<file path="src/rtl/vdp_cpu_vram_port.sv">
// vdp_cpu_vram_port: CPU-side VRAM / register port front end of the VDP.
// Decodes port 0 (VRAM data) and port 1 (two-byte address/register setup)
// accesses, raises toggle requests toward the VRAM arbiter, keeps a one-byte
// read-ahead buffer and emits register-write strobes.
// Optional feature macro: CPU_VRAM_WAIT_EN (drives cpu_wait from pending requests).
module vdp_cpu_vram_port #(
    parameter int unsigned ADDR_HI_W = 5
) (
    input  logic                    CLK21M,
    input  logic                    RESET,
    input  logic [1:0]              DOTSTATE,
    input  logic                    cpu_wr,
    input  logic                    cpu_rd,
    input  logic                    cpu_port,
    input  logic [7:0]              cpu_dbo,
    input  logic [ADDR_HI_W-1:0]    REG_R14,
    input  logic [7:0]              PRAMDBI,
    input  logic                    VDPVRAMWRACK,
    input  logic                    VDPVRAMRDACK,
    input  logic                    VDPVRAMADDRSETACK,
    input  logic                    VDPVRAMREADINGR,
    output logic [7:0]              cpu_rd_data,
    output logic [7:0]              VDPVRAMACCESSDATA,
    output logic [ADDR_HI_W+13:0]   VDPVRAMACCESSADDRTMP,
    output logic                    VDPVRAMADDRSETREQ,
    output logic                    VDPVRAMWRREQ,
    output logic                    VDPVRAMRDREQ,
    output logic                    VDPVRAMREADINGA,
    output logic                    reg_wr_strobe,
    output logic [5:0]              reg_wr_num,
    output logic [7:0]              reg_wr_data,
    output logic                    cpu_wait
);

    typedef enum logic [2:0] {
        ACC_NONE,
        ACC_DATA_WR,
        ACC_CTRL_WR,
        ACC_DATA_RD,
        ACC_CTRL_RD
    } acc_e;

    acc_e        acc;
    logic        first_flag;
    logic [7:0]  first_byte;
    logic [7:0]  rdbuf;
    logic        wr_pending;
    logic        rd_pending;
    logic        as_pending;

    // A request is outstanding while our toggle differs from the arbiter's
    always_comb begin
        wr_pending = VDPVRAMWRREQ ^ VDPVRAMWRACK;
        rd_pending = VDPVRAMRDREQ ^ VDPVRAMRDACK;
        as_pending = VDPVRAMADDRSETREQ ^ VDPVRAMADDRSETACK;
    end

    // Classify the CPU access; a write wins over a simultaneous read
    always_comb begin
        acc = ACC_NONE;
        if (cpu_wr) begin
            acc = cpu_port ? ACC_CTRL_WR : ACC_DATA_WR;
        end else if (cpu_rd) begin
            acc = cpu_port ? ACC_CTRL_RD : ACC_DATA_RD;
        end
    end

    // CPU access handling: first-byte latch, request toggles, register strobes
    always_ff @(posedge CLK21M or posedge RESET) begin
        if (RESET) begin
            first_flag           <= 1'b0;
            first_byte           <= '0;
            cpu_rd_data          <= '0;
            VDPVRAMACCESSDATA    <= '0;
            VDPVRAMACCESSADDRTMP <= '0;
            VDPVRAMADDRSETREQ    <= 1'b0;
            VDPVRAMWRREQ         <= 1'b0;
            VDPVRAMRDREQ         <= 1'b0;
            reg_wr_strobe        <= 1'b0;
            reg_wr_num           <= '0;
            reg_wr_data          <= '0;
        end else begin
            reg_wr_strobe <= 1'b0;
            unique case (acc)
                ACC_CTRL_WR: begin
                    if (!first_flag) begin
                        first_byte <= cpu_dbo;
                        first_flag <= 1'b1;
                    end else begin
                        first_flag <= 1'b0;
                        if (cpu_dbo[7]) begin
                            reg_wr_strobe <= 1'b1;
                            reg_wr_num    <= cpu_dbo[5:0];
                            reg_wr_data   <= first_byte;
                        end else begin
                            VDPVRAMACCESSADDRTMP <= {REG_R14, cpu_dbo[5:0], first_byte};
                            VDPVRAMADDRSETREQ    <= ~VDPVRAMADDRSETREQ;
                            // read setup starts a prefetch at the new address
                            if (!cpu_dbo[6]) begin
                                VDPVRAMRDREQ <= ~VDPVRAMRDREQ;
                            end
                        end
                    end
                end
                ACC_DATA_WR: begin
                    // a still-pending write just has its data replaced
                    VDPVRAMACCESSDATA <= cpu_dbo;
                    if (!wr_pending) begin
                        VDPVRAMWRREQ <= ~VDPVRAMWRREQ;
                    end
                    first_flag <= 1'b0;
                end
                ACC_DATA_RD: begin
                    cpu_rd_data <= rdbuf;
                    if (!rd_pending) begin
                        VDPVRAMRDREQ <= ~VDPVRAMRDREQ;
                    end
                    first_flag <= 1'b0;
                end
                ACC_CTRL_RD: begin
                    first_flag <= 1'b0;
                end
                default: begin
                end
            endcase
        end
    end

    // Capture VRAM read data into the read-ahead buffer during dot phase 01
    always_ff @(posedge CLK21M or posedge RESET) begin
        if (RESET) begin
            rdbuf           <= '0;
            VDPVRAMREADINGA <= 1'b0;
        end else if ((VDPVRAMREADINGR != VDPVRAMREADINGA) && (DOTSTATE == 2'b01)) begin
            rdbuf           <= PRAMDBI;
            VDPVRAMREADINGA <= VDPVRAMREADINGR;
        end
    end

`ifdef CPU_VRAM_WAIT_EN
    // Hold the CPU while any request is still outstanding at the arbiter
    always_comb begin
        cpu_wait = wr_pending | rd_pending | as_pending;
    end
`else
    logic unused_as_pending;

    // Wait feature disabled: never stall the CPU
    always_comb begin
        cpu_wait          = 1'b0;
        unused_as_pending = as_pending;
    end
`endif

endmodule
</file>
<file path="config.mk">
export PLATFORM = sky130hd
export DESIGN_NAME = vdp_cpu_vram_port
export DESIGN_NICKNAME = d
export VERILOG_FILES = /design/src/rtl/vdp_cpu_vram_port.sv
export SDC_FILE = /design/constraint.sdc
export NUM_CORES = 1
export LEC_CHECK = 0
export ABC_AREA = 1
export CORE_MARGIN = 2
export CORE_UTILIZATION = 41
export DETAILED_ROUTE_END_ITERATION = 12
export PLACE_DENSITY = 0.75
export SLEW_MARGIN = 0
export SYNTH_ARGS = -nofsm -noshare
export SYNTH_HDL_FRONTEND = slang
export SYNTH_SLANG_ARGS = --single-unit
</file>
<file path="constraint.sdc">
create_clock -name CLK21M -period 2.7 [get_ports CLK21M]
set_clock_uncertainty 0.05 [all_clocks]
set_input_delay 0.81 -clock CLK21M [delete_from_list [all_inputs] [get_ports CLK21M]]
set_output_delay 0.81 -clock CLK21M [all_outputs]
set_load 0.05 [all_outputs]
</file>
==> run_results.csv, run 1 <==
group,metric,value,unit
floorplanning,dieHeight,86.2,microns
global_routing,met2_usage,26.1,%
critical_path,worstSetupStartpointType,"flop",
logic_synthesis,yosys_warnings,0,
logic_synthesis,syn-cell-area,2770,sq um
global_routing,antenna_found_initial,0,
clock_tree,htreeDepth,3,
critical_path,critPathMaxFanout,3,
global_routing,grt_pass1_wl,9.79,mm
place,place_congestion,0.760,
logic_synthesis,syn_nets,332,
cells_and_area,layout_commonest_cell,"nand2_1",
cells_and_area,area_growth,40.2,%
cells_and_area,final_cell_mix,"nand2_1 (115), clkdlybuf4s50_1 (84), dfrtp_1 (71), o21ai_1 (38), inv_1 (26)",
clock_tree,root_buffer,"clkbuf_8",
global_routing,grt_util_met1,22.7,%
timing,tns,0,ps
logic_synthesis,synth.avg_cell_area,9.24,sq um
flow_run,max_cap_viol_count,0,
critical_path,crit_type,"reg -> out",
power_and_ir_drop,internal-power,2.34,mW
floorplanning,die_w,86.2,microns
critical_path,critPathTopFamily,"buffers and inverters",
power_and_ir_drop,clockPowerShare,20.4,%
timing,drv_slew,0,
routing,via_count,2208,
clock_tree,clock-sinks,71,
routing,vias_per_cell,4.69,
logic_synthesis,synth.area.top_cells,"dfrtp_1 (64%), nand2_1 (16%), o21ai_1 (6.9%)",
global_routing,grt_start_max_net_pins,72,
clock_tree,cts_inserted_buffers,9,
min_path,hold_class,"reg -> reg",
critical_path,required,1840,ps
logic_synthesis,synth_top_area_cell,"dfrtp_1",
timing,finalSetupViolCount,0,
logic_synthesis,postSynthRegisterBits,71,
global_routing,use_met3,5.24,%
routing,wl_per_cell,12.7,microns
critical_path,crit_arrival,1570,ps
power_and_ir_drop,power.leakage,1.90,nW
routing,routed_wl,5.99,mm
critical_path,r2r-start,"VDPVRAMREADINGA$_DFFE_PP0P_",
floorplanning,core_area,6460,sq um
place,hpwlAfterDp,4.24,mm
routing,drcViolationCount,0,
clock_tree,cts_tree,"yes",
routing,final_antenna_net_count,0,
place,portBuffers,84,
clock_tree,post_cts_buffers,0,
clock_tree,cts_resized,0,
power_and_ir_drop,power_switching,1.66,mW
timing,period_needed,2430,ps
min_path,hp-start,"cpu_rd_data[5]$_DFFE_PP0N_",
power_and_ir_drop,pwr-share-seq,38.0,%
global_routing,gr-usage-all-layers,16.9,%
critical_path,path_buf_inv,1,
global_routing,first_global_vias,2063,
timing,hold_viol,0,
critical_path,critPathMaxStageDelay,830,ps
critical_path,crit_path_start,"VDPVRAMREADINGA$_DFFE_PP0P_",
timing,fmaxAchievable,412,MHz
floorplanning,num_rows,29,
floorplanning,pin_count,87,
cells_and_area,drive_gt1_share,7.87,%
routing,firstDrtPassIters,4,
power_and_ir_drop,power_density,1030,nW/um^2
global_routing,gr-total-overflow,0,
routing,initialDrtViolationCount,98,
clock_tree,ctsHoldBuffers,0,
cells_and_area,diodes,0,
place,placed_cell_area,3700,sq um
cells_and_area,fin_area,3890,sq um
global_routing,busiest_layer,"met2",
timing,tightest_slew,551,ps
floorplanning,die_area,7430,sq um
logic_synthesis,yosysSeqAreaShare,64.1,%
power_and_ir_drop,max-vdd-ir-drop,0.499,mV
clock_tree,clock_latency,330,ps
critical_path,crit_path_end_kind,"primary output",
floorplanning,start_util,42.9,%
clock_tree,clkSlewWorstSetupHoldPaths,70,ps
critical_path,path_cells,"clkdlybuf4s50_1",
cells_and_area,nets,421,
timing,slew_headroom,63.1,%
logic_synthesis,syn_inst,300,
outcome,outcome,"finished, final reports clean",
power_and_ir_drop,p_comb_share,41.6,%
clock_tree,cts_max_path_buffers,2,
power_and_ir_drop,power_switching_share,41.5,%
timing,rsz0062_at_grt,"false",
logic_synthesis,yosysTopAreaCellShare,64.1,%
critical_path,critical-path-slowest-cell,"clkdlybuf4s50_1",
logic_synthesis,synth_cell_types,15,
timing,post-route-period-util,89.9,%
[cell families after synthesis]
| group | synth area share (%) |
|---|---|
| AOI/OAI and AO/OA | 7.04 |
| xor gates and xnor gates | 0.903 |
| buffers and inverters | 6.18 |
| DFF | 64.1 |
| other | 0.135 |
| and+or+nand+nor | 21.6 |
[layout make-up]
| class | count | area [sq um] |
|---|---|---|
| fill | 571 | 2570 |
| sequential | 71 | 1780 |
| timing repair buffer | 88 | 883 |
| multi-input combinational | 188 | 823 |
| clock buffer | 12 | 145 |
| inverter | 31 | 116 |
| tap | 77 | 96.3 |
| clock inverter | 4 | 45.0 |
[metal layers]
layer / up-vias / part of all wire, %
li1: 1114 / -
met3: 6 / 6.9
met1: 1028 / 45
met4: 0 / 0.50
met5: - / 0
met2: 60 / 47
[power groups by stage]
stage	registers, mW	clock network, mW	logic [mW]
after CTS	1.52	0.835	1.68
after global routing	1.55	0.877	1.76
after detailed placement	1.54	0	1.67
after floorplan	2.30	0	0.295
after global placement	1.53	0	1.65
final	1.52	0.815	1.66
[cells in the mapped netlist]
master	count
nand2_1	115
o21ai_1	38
xnor2_1	1
conb_1	1
dfrtp_1	71
buf_4	2
inv_2	4
o21ai_0	1
buf_2	8
inv_1	27
nand2_2	3
nor3_2	1
nor2_2	3
xor2_2	1
nand3_1	24
[stage by stage]
step	hold WS (ps)	cells	utilization [%]	setup slack (ps)	total power, mW
after floorplan	392	300	-	43.4	2.60
after global routing	441	471	60.2	219	4.19
after detailed placement	408	455	57.2	215	3.21
after global placement	404	455	57.2	243	3.18
after CTS	425	471	60.2	248	4.03
final	419	471	60.2	273	4.00
[final timing paths]
path,endpoint,depth (start not counted),slack (ps)
worst max-delay path,VDPVRAMREADINGA,1,270
worst min-delay path,cpu_rd_data[5]$_DFFE_PP0N_,2,420
worst max register to register,rdbuf[7]$_DFFE_PP0P_,4,1410
worst min register to register,cpu_rd_data[5]$_DFFE_PP0N_,2,420
max in group asynchronous,VDPVRAMADDRSETREQ$_DFFE_PP0P_,3,1490
min in group asynchronous,rdbuf[4]$_DFFE_PP0P_,3,820
[registers in the layout, indices dropped and copies added (netlist names)]
register,flops
VDPVRAMACCESSADDRTMP,19
VDPVRAMACCESSDATA,8
VDPVRAMADDRSETREQ,1
VDPVRAMRDREQ,1
VDPVRAMREADINGA,1
VDPVRAMWRREQ,1
cpu_rd_data,8
first_byte,8
first_flag,1
rdbuf,8
reg_wr_data,8
reg_wr_num,6
reg_wr_strobe,1
No activity file was read; power rests on OpenSTA's default activity.
==> run 2: changes to the inputs <==
--- a/config.mk
+++ b/config.mk
@@ -7,9 +7,10 @@
 export LEC_CHECK = 0
 export ABC_AREA = 1
 export CORE_MARGIN = 2
-export CORE_UTILIZATION = 41
+export CORE_UTILIZATION = 56
 export DETAILED_ROUTE_END_ITERATION = 12
-export PLACE_DENSITY = 0.75
+export DONT_BUFFER_PORTS = 1
+export PLACE_DENSITY = 0.74
 export SLEW_MARGIN = 0
 export SYNTH_ARGS = -nofsm -noshare
 export SYNTH_HDL_FRONTEND = slang
==> run_results.csv, run 2 (synthesis results as in run 1) <==
group,metric,value,unit
cells_and_area,area_growth,10.2,%
cells_and_area,largest_register_ffs,19,
clock_tree,cts_max_path_buffers,2,
floorplanning,die_area,5530,sq um
clock_tree,clock-sinks,71,
critical_path,worstSetupStartpointType,"flop",
global_routing,antenna_found_initial,0,
floorplanning,start_util,58.3,%
floorplanning,pin_count,87,
critical_path,crit_type,"reg -> out",
clock_tree,cts_tree,"yes",
place,hpwlAfterDp,3.75,mm
timing,finalSetupViolCount,0,
cells_and_area,nFillCells,418,
cells_and_area,final_cell_mix,"nand2_1 (115), dfrtp_1 (71), o21ai_1 (38), inv_1 (26), nand3_1 (24)",
cells_and_area,drive_gt1_share,9.42,%
clock_tree,root_buffer,"clkbuf_8",
cells_and_area,largest-register,"VDPVRAMACCESSADDRTMP",
place,place_congestion,0.788,
cells_and_area,fin_util,64.2,%
clock_tree,clkSlewWorstSetupHoldPaths,70,ps
clock_tree,ctsHoldBuffers,0,
timing,hold_viol,0,
routing,via_count,1884,
timing,post-route-period-util,69.7,%
routing,initialDrtViolationCount,158,
power_and_ir_drop,power_density,1180,nW/um^2
cells_and_area,regArea,1780,sq um
timing,drv_slew,0,
clock_tree,htreeDepth,3,
global_routing,first_global_vias,1788,
routing,vias_per_cell,5.02,
timing,tightest_slew,568,ps
critical_path,required,1840,ps
clock_tree,clock_latency,330,ps
timing,fmaxAchievable,531,MHz
cells_and_area,layout_commonest_cell,"nand2_1",
place,portBuffers,0,
global_routing,grt_start_max_net_pins,51,
global_routing,gr-usage-all-layers,21.7,%
global_routing,grt_pass1_wl,8.86,mm
routing,drcViolationCount,0,
routing,routed_wl,5.45,mm
floorplanning,dieHeight,74.4,microns
clock_tree,cts_resized,0,
power_and_ir_drop,max-vdd-ir-drop,0.595,mV
routing,firstDrtPassIters,4,
flow_run,max_cap_viol_count,0,
clock_tree,cts_inserted_buffers,9,
critical_path,critPathMaxFanout,3,
critical_path,crit_arrival,1020,ps
timing,period_needed,1880,ps
cells_and_area,diodes,0,
power_and_ir_drop,power.leakage,1.59,nW
critical_path,crit_path_end_kind,"primary output",
critical_path,r2r-start,"VDPVRAMREADINGA$_DFFE_PP0P_",
floorplanning,core_area,4750,sq um
cells_and_area,nets,336,
clock_tree,post_cts_buffers,0,
timing,slew_headroom,62.1,%
global_routing,gr-total-overflow,0,
critical_path,crit_path_start,"VDPVRAMREADINGA$_DFFE_PP0P_",
floorplanning,num_rows,25,
routing,wl_per_cell,14.5,microns
timing,rsz0062_at_grt,"false",
min_path,hold_class,"in -> async",
cells_and_area,multiInputGateArea,830,sq um
timing,tns,0,ps
floorplanning,die_w,74.4,microns
outcome,outcome,"finished, final reports clean",
timing,hold_slack,327,ps
routing,final_antenna_net_count,0,
==> run 2: cell types whose count changed in the layout (fill, tap and decap cells not counted) <==
cell / delta
clkdlybuf4s50_1: -84
nor3_2: -1
bufinv_16: +1
nor3_4: +1
buf_4: -1
clkinvlp_4: +1
clkinv_2: -3
==> run 2: cell type report <==
class	count	area share [%]
tap	67	2.74
clock buffer	12	4.75
timing repair buffer	3	1.15
multi-input combinational	188	27.2
clock inverter	3	2.21
sequential	71	58.2
inverter	31	3.81
==> run 2: path summary, 6_finish.rpt <==
path | to | slack [ps] | cells after the start
worst min-delay path | VDPVRAMWRREQ$_DFFE_PP0P_ | 330 | 1
worst min register to register | rdbuf[0]$_DFFE_PP0P_ | 430 | 2
max in group asynchronous | VDPVRAMRDREQ$_DFFE_PP0P_ | 1650 | 2
min in group CLK21M | rdbuf[0]$_DFFE_PP0P_ | 430 | 2
worst max-delay path | VDPVRAMREADINGA | 820 | 0
worst max register to register | rdbuf[7]$_DFFE_PP0P_ | 1100 | 4
==> run 2: metal layers <==
metal / global-route usage [%] / part of all wire [%]
met5: 0 / 0
met4: 10.3 / 1.0
met3: 5.69 / 6.4
met2: 31.8 / 46
met1: 30.5 / 47
==> run 2: per-stage QoR <==
stage	power, mW	cells	area (sq um)	setup slack (ps)
after global placement	2.69	360	2840	708
final	3.60	375	3050	818
after floorplan	2.60	300	2770	43.4
after detailed placement	2.73	360	2840	713
after global routing	3.77	375	3050	790
after CTS	3.64	375	3050	796
==> run 2: report_power, final <==
| group | leakage (nW) | total (mW) | internal (mW) | switching [mW] |
|---|---|---|---|---|
| Combinational | 0.594 | 0.353 | 0.140 | 0.213 |
| Sequential | 0.890 | 2.35 | 1.33 | 1.02 |
| Clock | 0.103 | 0.905 | 0.542 | 0.364 |
| Total | 1.59 | 3.60 | 2.01 | 1.59 |
